File: src/rtl/alu_op_sequencer.sv
// Command-issue stage in front of an N-bit combinational ALU: owns a 4-entry register file,
// registers operands onto the ALU, captures and writes back the result, and presents it downstream.
module alu_op_sequencer #(
  parameter int N = 4
) (
  input  logic         clk,
  input  logic         rst_n,
  input  logic         in_valid,
  output logic         in_ready,
  input  logic         in_ld,
  input  logic [2:0]   in_op,
  input  logic [1:0]   in_rd,
  input  logic [1:0]   in_rs1,
  input  logic [1:0]   in_rs2,
  input  logic [N-1:0] in_imm,
  output logic [N-1:0] alu_a,
  output logic [N-1:0] alu_b,
  output logic [2:0]   alu_sel,
  input  logic [N-1:0] alu_o,
  input  logic         alu_co,
  output logic         out_valid,
  input  logic         out_ready,
  output logic [N-1:0] out_data,
  output logic         out_carry,
  output logic         out_zero,
  output logic         busy
);

  typedef enum logic [1:0] {
    IDLE = 2'd0,
    EXEC = 2'd1,
    RESP = 2'd2
  } state_t;

  state_t       state_reg, state_next;
  logic [N-1:0] rf_reg [4];
  logic [1:0]   rd_reg;
  logic         accept;
  logic         issue;
  logic         writeback;

  assign accept    = in_valid && (state_reg == IDLE);
  assign issue     = accept && !in_ld;
  assign writeback = (state_reg == EXEC);
  assign in_ready  = (state_reg == IDLE);
  assign busy      = (state_reg != IDLE);

  always_comb begin
    state_next = state_reg;
    case (state_reg)
      IDLE:    if (issue) state_next = EXEC;
      EXEC:    state_next = RESP;
      RESP:    if (out_ready) state_next = IDLE;
      default: state_next = IDLE;
    endcase
  end

  always_ff @(posedge clk or negedge rst_n) begin
    if (!rst_n) state_reg <= IDLE;
    else        state_reg <= state_next;
  end

  // Loads (IDLE only) and write-back (EXEC only) can never coincide, so each entry has one writer at a time.
  genvar gi;
  generate
    for (gi = 0; gi < 4; gi++) begin : g_rf
      logic ld_we, wb_we;
      assign ld_we = accept && in_ld && (in_rd == 2'(gi));
      assign wb_we = writeback && (rd_reg == 2'(gi));

      always_ff @(posedge clk or negedge rst_n) begin
        if (!rst_n)     rf_reg[gi] <= '0;
        else if (ld_we) rf_reg[gi] <= in_imm;
        else if (wb_we) rf_reg[gi] <= alu_o;
      end
    end
  endgenerate

  // Operands are sampled at accept, so the ALU sees the pre-write values even when rd aliases rs.
  always_ff @(posedge clk or negedge rst_n) begin
    if (!rst_n) begin
      alu_a   <= '0;
      alu_b   <= '0;
      alu_sel <= '0;
      rd_reg  <= '0;
    end else if (issue) begin
      alu_a   <= rf_reg[in_rs1];
      alu_b   <= rf_reg[in_rs2];
      alu_sel <= in_op;
      rd_reg  <= in_rd;
    end
  end

  always_ff @(posedge clk or negedge rst_n) begin
    if (!rst_n) begin
      out_valid <= 1'b0;
      out_data  <= '0;
      out_carry <= 1'b0;
      out_zero  <= 1'b0;
    end else if (writeback) begin
      out_valid <= 1'b1;
      out_data  <= alu_o;
      out_carry <= alu_co;
      out_zero  <= (alu_o == '0);
    end else if ((state_reg == RESP) && out_ready) begin
      out_valid <= 1'b0;
    end
  end

endmodule

File: config.mk
export PLATFORM = sky130hd
export DESIGN_NAME = alu_op_sequencer
export DESIGN_NICKNAME = d
export VERILOG_FILES = /design/src/rtl/alu_op_sequencer.sv
export SDC_FILE = /design/constraint.sdc
export NUM_CORES = 1
export LEC_CHECK = 0
export CAP_MARGIN = 5
export CORE_MARGIN = 1.5
export CORE_UTILIZATION = 42
export CTS_CLUSTER_SIZE = 30
export DETAILED_ROUTE_END_ITERATION = 10
export DONT_BUFFER_PORTS = 1
export PLACE_DENSITY = 0.59
export REMOVE_ABC_BUFFERS = 1
export SETUP_SLACK_MARGIN = 0.4
export SLEW_MARGIN = 10
export SYNTH_ARGS = -nofsm -noshare
export SYNTH_HDL_FRONTEND = slang
export SYNTH_SLANG_ARGS = --single-unit
File: constraint.sdc
create_clock -name clk -period 2 [get_ports clk]
set_input_delay 0.3 -clock clk [delete_from_list [all_inputs] [get_ports clk]]
set_output_delay 0.3 -clock clk [all_outputs]
set_load 0.005 [all_outputs]
==> flow_summary.toml, run 1 <==
[status]
outcome = "finished clean"

[power_and_ir_drop]
p_switching_w = 0.000737
comb_power_share_pct = 28.8
swShare_pct = 28.1
power.total_w = 0.00262
p_leak_nw = 0.875
clkPwrFrac_pct = 18.9
peakVddDrop_mv = 0.481
seqPwrFrac_pct = 52.3
p_int_w = 0.00189
cellPowerDensity_nw_per_um2 = 1230

[worst_setup_path]
crit_slowest_cell = "dfrtp_2"
worstRegToRegCells = 3
crit_path_cell_trace = "and4bb_2 > or3b_4 > mux2_4"
critPathMaxFanout = 8
critPathKind = "register to register"
critPathLaunchType = "register"
cp_num_buf_inv = 0
critPathRequiredTime_ns = 2.18
worstSetupEndpointType = "register"
max_stage_delay_ns = 0.47
cp.arrival_ns = 1.81
crit_cells = 3
cp_top_family = "simple AND/OR/NAND/NOR gates"

[floorplan]
die_area_um2 = 4950
core_area_um2 = 4350
rows = 24
ios = 43
die_w_um = 70.4
die_h_um = 70.4
start_util_pct = 43.8

[worst_hold_path]
min_path_cells = 1
hold_path_class = "input port to register"

[yosys]
synthMuxAreaShare_pct = 39.8
synth_compound_area_share_pct = 1.05
synth-adder-area-share_pct = 0
synthSimpleGateAreaFrac_pct = 7.74
synth_warnings = 0
avgSynthCellArea_um2 = 15.8
syn_inst = 121
ys_async_sr_fraction_pct = 100
synth_top_area_cell = "dfrtp_1"
yosysMostFrequentCell = "mux2_2"
yosysTopAreaCellShare_pct = 49.9
synth-xor-area-share_pct = 0
ys_types = 23
synth_flop_cell = "dfrtp_1"
syn_area_um2 = 1910
yosysSeqAreaShare_pct = 49.9
synthTopCellsByArea = "dfrtp_1 50%, mux2_2 25%, mux4_2 9.4%"
ys_seq_elements = 38
ys_top_cells_by_count = "42 x mux2_2, 38 x dfrtp_1, 8 x mux4_2"
synth-edff-count = 0
synth_top_family_by_area = "multiplexers"

[sta]
skew_ns = 0.00926
slew_violations = 0
rsz0062_at_grt = "true"
fin_crit_ns = 1.63
setup_viol = 0
hold_violations = 0
setup_tns_ns = 0
min_period_over_period_pct = 81.5
maxSlewHeadroom_pct = 78.0
worstMarginPinSlew_ns = 0.329
max_freq_ghz = 0.614

[layout]
final_cell_area_um2 = 2130
drive_gt1_share_pct = 59.0
final_cells = 186
fillCellCount = 411
largest_reg_flops = 16
antenna_cells = 0
synthToLayoutAreaGrowth_pct = 11.7
nNetsFinal = 157

[detailed_routing]
drt.antenna.violating_nets = 0
wirelength_mm = 3.83
drt-wirelength-per-cell_um = 20.6
drt_iter0_markers = 36
dr.pass1.iters = 4
routed-via-count = 1083
drc = 0
routed_via_density = 5.82

[place]
routabilityCongestion = 0.761
placed_area_um2 = 1960
hpwl_mm = 2.78
io_buffers = 0
dp_cells = 171

[clocking]
cts.sinks = 38
clock_latency_ns = 0.29
clkTransAtPathRegs_ns = 0.08
cts_made_buffers = 5
ctsHtreeMaxLevel = 2
tritoncts = "yes"
root_buffer = "clkbuf_8"
clockBufferDepth = 2

[global_routing]
antenna_found_initial = 0
overflow = 0
grtUsageMet2_pct = 28.2
met3_usage_pct = 4.47
grt_max_degree = 39
grt_first_pass_wirelength_mm = 6.40
grtUsageTotal_pct = 17.3
grt_pass1_vias = 1212
grtUsageMet1_pct = 22.0
top_usage_layer = "met2"

[run]
drv_cap = 0
-- what timing repair did --
item / 4_1_cts / 5_1_grt
endpoints found under the hold margin: 38 / 0
resized for setup: 7 / 2
hold buffers: 2 / 0
endpoints found under the setup margin: 25 / 29
buffers inserted: 4 / 1
pin swaps: 2 / 1
gates cloned: 1 / 0
-- routing by layer --
layer	up-vias	part of all wire, %
li1	488	-
met4	0	1.5
met3	7	4.4
met1	558	43
met2	30	51
met5	-	0
-- cell type report --
type / count / area, µm² / area share (%)
repair buffers: 9 / 90.1 / 4.23
flip-flops and latches: 38 / 955 / 44.8
well taps: 52 / 65.1 / 3.05
inverters: 2 / 7.51 / 0.352
clock inverters: 2 / 10.0 / 0.470
clock buffers: 5 / 68.8 / 3.23
multi-input cells: 78 / 935 / 43.9
-- power by group through the flow --
stage | clock, W | sequential, W | combinational, W
after detailed placement | 0 | 0.00138 | 0.000715
after global routing | 0.000548 | 0.00142 | 0.000835
after global placement | 0 | 0.00136 | 0.000688
final | 0.000496 | 0.00137 | 0.000756
after floorplan | 0 | 0.00128 | 0.000647
after CTS | 0.000505 | 0.00137 | 0.000762
-- cells in the final DEF (no fill, tap or decap), types with 3 or more instances in the layout --
master    netlist  routed
dfrtp_2         0       3
mux4_2          8       8
mux2_4          4       4
and4bb_2        1       3
dfrtp_1        38      35
buf_4           1       5
clkbuf_8        0       5
mux2_2         42      42
mux2_1          4       4
-- kinds of logic (layout without fill, tap and decap cells) --
group                  Yosys count  in the layout
AOI/OAI and AO/OA                4              4
DFF                             38             38
buffers and inverters            5             18
muxes                           58             58
and+or+nand+nor                 16             16
-- final timing paths --
| kind | from | to | slack (ns) |
|---|---|---|---|
| setup / recovery | state_reg[1] | rf_reg[12] | 0.37 |
| hold / removal | out_ready | state_reg[1] | 0.13 |
| setup reg to reg | state_reg[1] | rf_reg[12] | 0.37 |
| hold reg to reg | alu_sel[0] | alu_sel[0] | 0.51 |
| max in group asynchronous | rst_n | rd_reg[0] | 1.34 |
| min in group asynchronous | rst_n | alu_sel[2] | 0.45 |
-- through the flow --
stage               utilization, %  setup WS [ns]  hold WS, ns
detailed placement            44.9          0.246      0.00536
finish                        48.9          0.371        0.127
floorplan                        -          0.309      0.00441
global route                  48.9          0.328        0.119
global placement              44.9          0.337      0.00542
CTS                           48.7          0.373        0.118
Note: power is estimated with default switching activity, not from simulation.
==> run 2, diff against run 1 <==
- ABC_AREA: default -> 1
- clock period: 2 -> 1.6 ns (I/O delays scaled with it)
==> flow_summary.toml, run 2 <==
[status]
outcome = "finished clean"

[worst_setup_path]
critPathKind = "register to register"
critPathRequiredTime_ns = 1.77
critPathMaxFanout = 8
r2r_end = "rf_reg[8]"
cp.arrival_ns = 1.50
crit_end = "rf_reg[8]"
critical_path.startpoint = "state_reg[0]"
critPathLaunchType = "register"
worstSetupEndpointType = "register"
reg2reg_from = "state_reg[0]"
r2r_setup_slack_ns = 0.28
worstRegToRegCells = 6

[detailed_routing]
wirelength_mm = 5.02
drt.antenna.violating_nets = 0
drt_iter0_markers = 100
routed_via_density = 4.99
routed-via-count = 1857
drt-wirelength-per-cell_um = 13.5
drc = 0
dr.pass1.iters = 4

[yosys]
ys_seq_elements = 38
yosysMostFrequentCell = "nand2_1"
yosysTopAreaCellShare_pct = 45.9
avgSynthCellArea_um2 = 7.04
synth-edff-count = 0
synth_warnings = 0
synthTopCellsByArea = "dfrtp_1 46%, nand2_1 26%, nand3_1 8.2%"
ys_top_cells_by_count = "142 x nand2_1, 38 x dfrtp_1, 34 x nand3_1"
yosysSeqAreaShare_pct = 45.9
syn_inst = 294
synth_flop_cell = "dfrtp_1"
synth_top_area_cell = "dfrtp_1"
ys_types = 16
ys_async_sr_fraction_pct = 100
syn_area_um2 = 2070

[layout]
multi_input_area_um2 = 1030
final_cell_area_um2 = 2410
antenna_cells = 0
largest_reg_flops = 16
drive_gt1_share_pct = 12.5
layout.cells.most_common_list = "135 x nand2_1, 37 x dfrtp_1, 33 x nand3_1"
ff_latch_area_um2 = 952
synthToLayoutAreaGrowth_pct = 16.4
nNetsFinal = 329
layout_commonest_cell = "nand2_1"
fillCellCount = 461

[sta]
skew_ns = 0.00608
rsz0062_at_grt = "true"
slew_violations = 0
fin_crit_ns = 1.32
min_period_over_period_pct = 82.7
hold_violations = 0
setup_viol = 0
worstMarginPinSlew_ns = 0.344
max_freq_ghz = 0.756
maxSlewHeadroom_pct = 77.0
holdWs_ns = 0.0653
setup_tns_ns = 0

[clocking]
cts_made_buffers = 5
clock_latency_ns = 0.28
tritoncts = "yes"
ctsHtreeMaxLevel = 2
clockBufferDepth = 2
cts.sinks = 38
clkTransAtPathRegs_ns = 0.07
root_buffer = "clkbuf_8"

[power_and_ir_drop]
clkPwrFrac_pct = 21.1
p_switching_w = 0.00106
comb_power_share_pct = 26.5
swShare_pct = 34.8
seqPwrFrac_pct = 52.3
cellPowerDensity_nw_per_um2 = 1270
peakVddDrop_mv = 0.588
p_leak_nw = 1.26
p_int_w = 0.00199

[global_routing]
grt_pass1_vias = 1751
grtUsageTotal_pct = 20.0
antenna_found_initial = 0
grt_max_degree = 39
overflow = 0
grt_first_pass_wirelength_mm = 8.11

[place]
placed_area_um2 = 2120
hpwl_mm = 3.51
io_buffers = 0
routabilityCongestion = 0.826

[floorplan]
die_w_um = 73.2
die_h_um = 73.2
ios = 43
start_util_pct = 43.8
rows = 25
core_area_um2 = 4720
die_area_um2 = 5360

[run]
drv_cap = 0

[worst_hold_path]
min-delay-start = "alu_o[2]"
hold_path_class = "input port to register"
run 2: critical path, cell delays in order, from the launching register on:
cell	delay, ns
dfrtp_1	0.42
nor2_4	0.26
nand3_4	0.18
nor2_4	0.16
nand2_1	0.07
nand2_1	0.07
nand2_1	0.05
run 2: cell type report:
| cell class | count | area share, % |
|---|---|---|
| Multi-Input combinational cell | 219 | 42.6 |
| Timing Repair inverter | 1 | 0.260 |
| Sequential cell | 38 | 39.5 |
| Clock buffer | 6 | 3.43 |
| Tap cell | 67 | 3.48 |
| Inverter | 29 | 4.93 |
| Timing Repair Buffer | 12 | 5.82 |
run 2: per-stage QoR:
step	std cells	setup WS (ns)	total power (W)	util, %
floorplan	286	0.330	0.00213	-
finish	372	0.277	0.00305	51.0
global route	372	0.158	0.00331	51.0
CTS	368	0.278	0.00305	49.3
global placement	354	0.171	0.00231	44.8
detailed placement	354	0.175	0.00233	44.8
run 2: cells by family (layout without fill, tap and decap cells):
| group | after synthesis | after routing | share of synthesized area (%) |
|---|---|---|---|
| AND/OR/NAND/NOR | 198 | 198 | 39.5 |
| buffers and inverters | 37 | 48 | 7.43 |
| AO/OA/AOI/OAI | 21 | 21 | 7.19 |
| flip-flops | 38 | 38 | 45.9 |
run 2: how the worst min path moves through the flow:
stage,slack (ns),to,cells past startpoint
after global routing,0.05,alu_sel[2],2
after CTS,0.06,out_data[2],2
final,0.07,out_data[2],2
after detailed placement,-0.05,alu_sel[0],0
after floorplan,-0.06,alu_a[0],0
after global placement,-0.05,alu_sel[0],0
run 2: power by group through the flow:
stage               combinational, W  clock (W)  sequential, W
floorplan                   0.000597          0        0.00153
global placement            0.000707          0        0.00161
detailed placement          0.000721          0        0.00161
CTS                         0.000782   0.000675        0.00160
global route                0.000949   0.000725        0.00164
finish                      0.000809   0.000645        0.00160
run 2: routing by layer:
metal,GRT usage (%),vias to the layer above,part of all wire [%]
met3,6.49,4,5.2
li1,-,957,-
met5,0,-,0
met2,32.1,47,49
met4,5.66,0,0.86
met1,25.8,849,45
run 2: timing repair:
item                                   CTS  global route
buffers inserted                         6             2
cloned                                   0             2
pin swaps                                8            12
hold buffers                             2             0
endpoints found under the hold margin   38             0
gates resized for setup                 14            18
setup endpoints to repair               29            32
